`src/rtl/faiz_hakem_if.sv`:
```
// Request/accept/result bundle between the regional requesters and the rate arbiter.
interface faiz_hakem_if #(
    parameter int unsigned BOLGE_SAYISI = 4
);
    localparam int unsigned BW = (BOLGE_SAYISI > 1) ? $clog2(BOLGE_SAYISI) : 1;

    logic [BOLGE_SAYISI-1:0]   istek;
    logic [4*BOLGE_SAYISI-1:0] enflasyon;
    logic [BOLGE_SAYISI-1:0]   kabul;
    logic                      faiz_gecerli;
    logic [BW-1:0]             faiz_bolge;
    logic [5:0]                faiz;
    logic                      mesgul;

    modport master (
        output istek,
        output enflasyon,
        input  kabul,
        input  faiz_gecerli,
        input  faiz_bolge,
        input  faiz,
        input  mesgul
    );

    modport slave (
        input  istek,
        input  enflasyon,
        output kabul,
        output faiz_gecerli,
        output faiz_bolge,
        output faiz,
        output mesgul
    );
endinterface

```
`src/rtl/faiz_hakem.sv`:
```
// Round-robin arbiter sharing one multi-cycle interest-rate datapath among regions.
// Each region keeps its last three inflation samples and its last computed rate.
module faiz_hakem #(
    parameter int unsigned BOLGE_SAYISI = 4,
    parameter int unsigned FAIZ_MARJ    = 2
) (
    input logic        saat,
    input logic        reset,
    faiz_hakem_if.slave bus
);
    localparam int unsigned BW = (BOLGE_SAYISI > 1) ? $clog2(BOLGE_SAYISI) : 1;

    typedef enum logic [2:0] {StBosta, StCarp1, StCarp2, StBol, StSonuc} state_e;

    state_e                  state_q;
    logic [BW-1:0]           g_q;
    logic [BW-1:0]           ptr_q;
    logic [20:0]             p_q;
    logic [3:0]              h0_q   [BOLGE_SAYISI];
    logic [3:0]              h1_q   [BOLGE_SAYISI];
    logic [3:0]              h2_q   [BOLGE_SAYISI];
    logic [5:0]              rate_q [BOLGE_SAYISI];
    logic [BOLGE_SAYISI-1:0] kabul_q;
    logic                    gecerli_q;
    logic [BW-1:0]           bolge_q;
    logic [5:0]              faiz_q;
    logic                    mesgul_q;

    logic [3:0]              samp [BOLGE_SAYISI];
    logic [BW-1:0]           grant;
    logic                    grant_valid;
    logic [BW-1:0]           cand;
    int unsigned             idx;
    logic [20:0]             fac0, fac1, fac2;
    logic [20:0]             quot;
    logic [5:0]              rate_new;
    logic                    all_nz;
    logic [BW-1:0]           ptr_next;

    always_comb begin
        for (int i = 0; i < int'(BOLGE_SAYISI); i++) begin
            samp[i] = bus.enflasyon[4*i +: 4];
        end
    end

    // First requester at or after the pointer, scanning cyclically.
    always_comb begin
        grant       = '0;
        grant_valid = 1'b0;
        idx         = 0;
        cand        = '0;
        for (int unsigned i = 0; i < BOLGE_SAYISI; i++) begin
            idx  = (32'(ptr_q) + i) % BOLGE_SAYISI;
            cand = BW'(idx);
            if (!grant_valid && bus.istek[cand]) begin
                grant_valid = 1'b1;
                grant       = cand;
            end
        end
        ptr_next = (grant == BW'(BOLGE_SAYISI - 1)) ? '0 : grant + BW'(1);
    end

    always_comb begin
        fac0     = 21'(h0_q[g_q]) + 21'd100;
        fac1     = 21'(h1_q[g_q]) + 21'd100;
        fac2     = 21'(h2_q[g_q]) + 21'd100;
        quot     = (p_q / 21'd10000) % 21'd100;
        rate_new = 6'(quot) + 6'(FAIZ_MARJ);
        all_nz   = (h0_q[g_q] != '0) && (h1_q[g_q] != '0) && (h2_q[g_q] != '0);
    end

    always_ff @(posedge saat) begin
        if (reset) begin
            state_q   <= StBosta;
            g_q       <= '0;
            ptr_q     <= '0;
            p_q       <= '0;
            kabul_q   <= '0;
            gecerli_q <= 1'b0;
            bolge_q   <= '0;
            faiz_q    <= '0;
            mesgul_q  <= 1'b0;
            for (int i = 0; i < int'(BOLGE_SAYISI); i++) begin
                h0_q[i]   <= '0;
                h1_q[i]   <= '0;
                h2_q[i]   <= '0;
                rate_q[i] <= '0;
            end
        end else begin
            kabul_q <= '0;
            unique case (state_q)
                StBosta: begin
                    if (grant_valid) begin
                        h0_q[grant] <= h1_q[grant];
                        h1_q[grant] <= h2_q[grant];
                        h2_q[grant] <= samp[grant];
                        g_q         <= grant;
                        kabul_q     <= {{(BOLGE_SAYISI-1){1'b0}}, 1'b1} << grant;
                        ptr_q       <= ptr_next;
                        mesgul_q    <= 1'b1;
                        state_q     <= StCarp1;
                    end
                end
                StCarp1: begin
                    p_q     <= fac0 * fac1;
                    state_q <= StCarp2;
                end
                StCarp2: begin
                    p_q     <= p_q * fac2;
                    state_q <= StBol;
                end
                StBol: begin
                    // A zero anywhere in the history freezes the region's rate.
                    if (all_nz) begin
                        rate_q[g_q] <= rate_new;
                        faiz_q      <= rate_new;
                    end else begin
                        faiz_q      <= rate_q[g_q];
                    end
                    bolge_q   <= g_q;
                    gecerli_q <= 1'b1;
                    state_q   <= StSonuc;
                end
                StSonuc: begin
                    gecerli_q <= 1'b0;
                    mesgul_q  <= 1'b0;
                    state_q   <= StBosta;
                end
                default: state_q <= StBosta;
            endcase
        end
    end

    assign bus.kabul        = kabul_q;
    assign bus.faiz_gecerli = gecerli_q;
    assign bus.faiz_bolge   = bolge_q;
    assign bus.faiz         = faiz_q;
    assign bus.mesgul       = mesgul_q;
endmodule

```
`src/flat_wrapper.sv`:
```
// flat-port wrapper written by rule: the top's interface ports become plain ports
module faiz_hakem_flat 
#(
    parameter int unsigned BOLGE_SAYISI = 4,
    parameter int unsigned FAIZ_MARJ    = 2
)
  (saat, reset, bus_istek, bus_enflasyon, bus_kabul, bus_faiz_gecerli, bus_faiz_bolge, bus_faiz, bus_mesgul);
  faiz_hakem_if #(.BOLGE_SAYISI(BOLGE_SAYISI)) bus_i ();
  input logic saat;
  input logic reset;
  input wire logic [$bits(bus_i.istek)-1:0] bus_istek;
  input wire logic [$bits(bus_i.enflasyon)-1:0] bus_enflasyon;
  output wire logic [$bits(bus_i.kabul)-1:0] bus_kabul;
  output wire logic [$bits(bus_i.faiz_gecerli)-1:0] bus_faiz_gecerli;
  output wire logic [$bits(bus_i.faiz_bolge)-1:0] bus_faiz_bolge;
  output wire logic [$bits(bus_i.faiz)-1:0] bus_faiz;
  output wire logic [$bits(bus_i.mesgul)-1:0] bus_mesgul;
  assign bus_i.istek = bus_istek;
  assign bus_i.enflasyon = bus_enflasyon;
  assign bus_kabul = bus_i.kabul;
  assign bus_faiz_gecerli = bus_i.faiz_gecerli;
  assign bus_faiz_bolge = bus_i.faiz_bolge;
  assign bus_faiz = bus_i.faiz;
  assign bus_mesgul = bus_i.mesgul;
  faiz_hakem #(.BOLGE_SAYISI(BOLGE_SAYISI), .FAIZ_MARJ(FAIZ_MARJ)) u_core (.saat(saat), .reset(reset), .bus(bus_i));
endmodule
```
`config.mk`:
```
export PLATFORM = sky130hd
export DESIGN_NAME = faiz_hakem_flat
export DESIGN_NICKNAME = d
export VERILOG_FILES = /design/src/rtl/faiz_hakem_if.sv /design/src/rtl/faiz_hakem.sv /design/src/flat_wrapper.sv
export SDC_FILE = /design/constraint.sdc
export NUM_CORES = 1
export LEC_CHECK = 0
export ABC_CLOCK_PERIOD_IN_PS = 14530
export CORE_ASPECT_RATIO = 2
export CORE_MARGIN = 8
export CORE_UTILIZATION = 45
export DETAILED_ROUTE_END_ITERATION = 8
export PLACE_DENSITY_LB_ADDON = 0.15
export SYNTH_ARGS = -nofsm -noshare
export SYNTH_HDL_FRONTEND = slang
export SYNTH_SLANG_ARGS = --single-unit
```
`constraint.sdc`:
```
create_clock -name saat -period 14.53 [get_ports saat]
set_input_delay 2.906 -clock saat [delete_from_list [all_inputs] [get_ports saat]]
set_output_delay 2.906 -clock saat [all_outputs]
set_load 0.01 [all_outputs]
```
==> Word-level counts from Yosys, hierarchy flattened <==
Memories as Yosys holds them, arrays and structs flattened. A register that Yosys moved wholly into a read port is not among the register bits.
Cells that the tools add are included.
{ "op_classes": {"bitwise": 3, "eq_ne": 6, "n_shift": 1, "reduce_logical": 22, "n_div": 2, "n_lt_le_gt_ge": 5, "mux": 54, "n_addsub": 8, "n_mul": 2} }
{ "ops": {"columns": ["op", "n"], "rows": [
  ["multiplier 21 x 21 -> 21 bit", 2],
  ["one-hot mux 21 bit (2 select lines)", 1],
  ["2-to-1 mux 2 bit", 15],
  ["adder 4 x 7 -> 8 bit, second input constant", 3],
  ["2-to-1 mux 1 bit", 23],
  ["divider 21 x 14 -> 21 bit, second input constant", 1],
  ["modulo 21 x 7 -> 21 bit, second input constant", 1],
  ["2-to-1 mux 4 bit", 5],
  ["less-than comparator 2 x 3 -> 1 bit, second input constant", 4],
  ["one-hot mux 3 bit (4 select lines)", 1],
  ["nonzero test 4 bit", 3],
  ["OR reduction 4 bit", 3],
  ["binary-select mux 1 bit (select 2 bit)", 4],
  ["binary-select mux 4 bit (select 2 bit)", 1],
  ["adder 6 x 2 -> 6 bit, second input constant", 1],
  ["== test 3 x 2 -> 1 bit, second input constant", 2],
  ["2-to-1 mux 6 bit", 1],
  ["nonzero test 2 bit", 3],
  ["OR reduction 6 bit", 1],
  ["logical AND 1 bit", 5],
  ["adder 2 x 1 -> 2 bit, second input constant", 2],
  ["adder 2 bit, second input constant", 2],
  ["one-hot mux 1 bit (2 select lines)", 2],
  ["AND reduction 2 bit", 2],
  ["other kinds (12)", 15]
]} }
{ "word_totals": {"n_memories": 4, "in_bits": 22, "mem_bits_rw": 72, "register_bits": 36, "romBits": 0, "latch_bits": 0, "wordCells": 115, "out_inout_bits": 14} }
{ "memory_table": {"columns": ["name", "depth", "word_bits", "read_ports", "rd_ports_with_merged_regs", "write_ports", "line", "rtl"], "rows": [
  ["u_core.rate_q", 4, 6, 1, 1, 4, "faiz_hakem.sv:22", "logic [5:0] rate_q [BOLGE_SAYISI];"],
  ["u_core.h0_q", 4, 4, 1, 1, 4, "faiz_hakem.sv:19", "logic [3:0] h0_q [BOLGE_SAYISI];"],
  ["u_core.h1_q", 4, 4, 2, 1, 4, "faiz_hakem.sv:20", "logic [3:0] h1_q [BOLGE_SAYISI];"],
  ["u_core.h2_q", 4, 4, 2, 1, 4, "faiz_hakem.sv:21", "logic [3:0] h2_q [BOLGE_SAYISI];"]
]} }

==> Logic depth before layout (Yosys ltp) <==
{ "depth": {"word_depth": 18, "depth_mapped": 45, "mapped_depth_nobuf": 42} }

==> Worst setup path after synthesis <==
No wires, ideal clock.
{ "synth_path": {"path_type": "register -> register", "start": "reg u_core.p_q[4]", "end": "mem u_core.rate_q[0][5] (data pin)", "n_path_buf": 5, "setup_ns": 0.266, "arrival_ns": 9.855, "setup_slack_ns": 4.409, "required_time_ns": 14.264, "synth_period_minus_slack_ns": 10.121, "path_stages_with_launch": 43, "path_cell_list": "dfxtp_1 > clkbuf_1 > inv_1 > ha_1 > nand3b_1 > a311oi_4 > or4_4 > buf_6 > a221oi_2 > xnor2_1 > o311ai_1 > o21ai_2 > buf_6 > a211oi_2 > xnor2_1 > nand2b_1 > a211oi_1 > xnor2_1 > [... 7 more ...] > a21oi_1 > or3_4 > and3b_1 > a2111oi_1 > xor2_1 > nor3b_2 > o31ai_4 > mux2i_1 > o41ai_1 > nand2_1 > a21o_1 > xnor2_1 > ha_1 > nor2_1 > nand2_1 > o311ai_0 > a211oi_2 > nor2_1"} }
{ "synth_rtl": {"columns": ["item", "line", "rtl"], "rows": [
  ["start: declaration", "faiz_hakem.sv:18", "logic [20:0] p_q;"],
  ["start signal: assignment", "faiz_hakem.sv:105", "p_q <= fac0 * fac1;"],
  ["start signal: assignment", "faiz_hakem.sv:109", "p_q <= p_q * fac2;"],
  ["end: declaration", "faiz_hakem.sv:22", null]
]} }

==> key figures <==
Outcome
  – Status: completed

GRT
  – First-pass GRT wire length: 78.3 mm
  – Gr usage total: 0.235
  – Largest net degree at the start of global routing: 39
  – Antenna violations before repair: 0
  – Vias in the first global route: 15004
  – GRT overflow: 0

Layout
  – Layout cells sized above 1: 0.0842
  – N_diodes: 0
  – Final non-filler cell total: 2321
  – Area growth syn-to-layout: 8.50%
  – Number of fill cells: 3364
  – Layout Nets: 2096

Synth
  – Synth Flop Type: edfxtp_1
  – Post-Syn Area: 0.0159 mm²
  – Mapped Avg Cell Area: roughly 8.5 µm²
  – Cell with the most instances after synthesis: inv_1
  – Register area share after synthesis: 0.191
  – Yosys reg bits: between 100 and 150
  – Synthesized Nets: 2100
  – Share of the synthesized area in the top cell type: 0.136
  – Synth top area cells: edfxtp_1 (14%), fa_1 (12%), ha_1 (8.8%), dfxtp_1 (5.5%), xnor2_1 (4.8%)
  – Count of cell types in the netlist: ~120
  – Async set-reset flop share out of synthesis: 0
  – Post-synth EDFFs: 72
  – Most frequent cells after synthesis: inv_1 (184), nand2_1 (160), nor2_1 (160), and2_1 (114), ha_1 (112)
  – Dominant cell type by area after synthesis: edfxtp_1
  – Syn Inst Count: 1867
  – Synth Warn #: 0

Place
  – Placed instance count: ~2300
  – DP HPWL: 38.9 mm
  – PortBufs: 35
  – GP Congestion: between 0.9 and 1

Timing
  – FMAX: ~0.074 GHz
  – Setup Viol. Count Final: 0
  – Clock period minus final worst setup slack: 13.50 ns
  – RSZ-0062 raised after global routing: false
  – Slew @ Worst Pin: around 1.4 ns
  – Fin. max-slew vios: 0
  – Final hold violation count: 0
  – Slew HR: 0.0866
  – Total negative setup slack: 0 ns
  – Crit share post-route: 0.929
  – Clock skew after layout: about 0.0090 ns

Drt
  – Post-route ant nets: 0
  – Routed vias: roughly 14000
  – First-iteration detailed-routing DRC count: 751
  – Vias per cell: slightly above 6
  – Avg WL per Cell: just over 20 µm
  – Post-route DRC: 0
  – Drt first pass iters: 6
  – Routed WL: 48.1 mm

Worst setup path
  – CP max-delay cell: dfxtp_1
  – Required time worst endpoint: about 15 ns
  – Crit path DAT: 13.67 ns
  – CP Max Fanout: 18
  – Worst path most repeated cell: nand2_1
  – CP Capture Type: register
  – Critical path class: reg2reg
  – CP startpoint kind: register
  – Worst path max stage delay: 0.68 ns

Die
  – Initial Util: 0.456
  – Core Region: roughly 0.035 mm²
  – Die W: 149 µm
  – Die height: between 200 and 300 µm
  – Row cnt: a little under 100
  – DIE AREA: between 0.04 and 0.05 mm²
  – IO Count: 36

CTS
  – CTS Buf Count: 17
  – Clock Tree Buf Depth: 2
  – CTS tree: built
  – Root Buffer: clkbuf_16
  – Clk sinks: between 100 and 150
  – Clock Pin Slew Worst Setup and Hold Paths: 0.06 ns
  – Worst skew pair latency: 0.43 ns
  – H-tree depth: 4

Job
  – Max-cap viol count: 0

Hold path
  – Hold Crit Class: reg2reg
==> layout make-up <==
class / count / area [µm²] / area share
flip-flops and latches: 116 / 3040 / 0.176
multi-input cells: 1483 / 11900 / 0.686
clock buffers: 17 / 425 / 0.0246
inverters: 190 / 716 / 0.0414
clock inverters: 15 / 181 / 0.0105
well taps: 445 / 557 / 0.0322
repair buffers: 55 / 500 / 0.0290
==> layout by cell type (no fill, tap or decap), types with 7 or more instances in the layout <==
master	count
nor4_1	8
dfxtp_1	44
o21ai_1	11
a22oi_1	10
nor2_1	160
a21o_1	22
xnor2_1	87
nor2b_1	26
nor3_1	51
or4_1	15
o21ai_0	59
mux2i_1	21
clkdlybuf4s50_1	35
xor2_1	28
or3_1	11
a211oi_1	34
o21a_1	20
ha_1	112
a31oi_1	8
nand4_1	12
a21oi_1	78
clkbuf_16	17
buf_4	20
o221ai_1	7
edfxtp_1	72
inv_1	184
mux4_2	17
o22ai_1	16
o211ai_1	16
nand2_1	160
nand3_1	52
and2_1	114
and3_1	12
fa_1	99
nand2b_1	21
==> flip-flops by register name (all words and copies together) (netlist names), 3 cells and up, named ones only <==
| name | count |
|---|---|
| u_core.bus.faiz | 6 |
| u_core.bus.kabul | 4 |
| u_core.h0_q | 16 |
| u_core.h1_q | 16 |
| u_core.h2_q | 16 |
| u_core.p_q | 21 |
| u_core.rate_q | 24 |
| u_core.state_q | 3 |
==> metrics by stage <==
step / utilization / setup slack [ns] / instance area (µm²) / hold WS, ns
4_1_cts: 0.493 / 0.956 / 17200 / 0.468
5_1_grt: 0.494 / 0.0300 / 17300 / 0.511
3_3_place_gp: 0.476 / 1.44 / 16600 / 0.448
2_1_floorplan: - / 4.41 / 15900 / 0.481
6_report: 0.494 / 1.03 / 17300 / 0.466
3_5_place_dp: 0.476 / 1.01 / 16600 / 0.460
==> worst paths after layout <==
kind	from	to	slack, ns	cells past startpoint
setup / recovery	u_core.p_q[3]	u_core.rate_q[0][5]	1.03	42
hold / removal	u_core.bus.faiz_bolge[1]	u_core.bus.faiz_bolge[1]	0.47	2
hold reg to reg	u_core.bus.faiz_bolge[1]	u_core.bus.faiz_bolge[1]	0.47	2
setup reg to reg	u_core.p_q[3]	u_core.rate_q[0][5]	1.03	42
==> worst max-delay path: cells and delay by family, from the launching register on <==
family / cells / cell delay (ns)
AO/OA/AOI/OAI: 20 / 7.27
XOR/XNOR: 2 / 0.29
adder cells (fa/ha/maj): 2 / 0.61
buffers and inverters: 6 / 1.46
flip-flops: 1 / 0.68
multiplexers: 1 / 0.25
AND/OR/NAND/NOR: 11 / 2.66
==> what timing repair did <==
item                       4_1_cts  5_1_grt
setup buffers                    0        4
hold buffers                     0        0
setup endpoints to repair        0        6
resized for setup                0        2
==> routing by layer <==
metal  track usage  up-vias  part of all wire
met1         0.219     6908              0.34
met3        0.0173      165             0.023
met2         0.468      369              0.57
li1              -     6584                 -
met4         0.162        0             0.067
met5             0        -                 0
==> kinds of logic after synthesis <==
kind of cell | share of synthesized area
buffers and inverters | 0.0661
xor gates and xnor gates | 0.0648
muxes | 0.0436
and+or+nand+nor | 0.220
DFF | 0.191
AOI/OAI and AO/OA | 0.201
adders and majority gates | 0.213
Power is not shown: default switching activity piles up to over one toggle a cycle in this logic, so the estimate is an artifact.
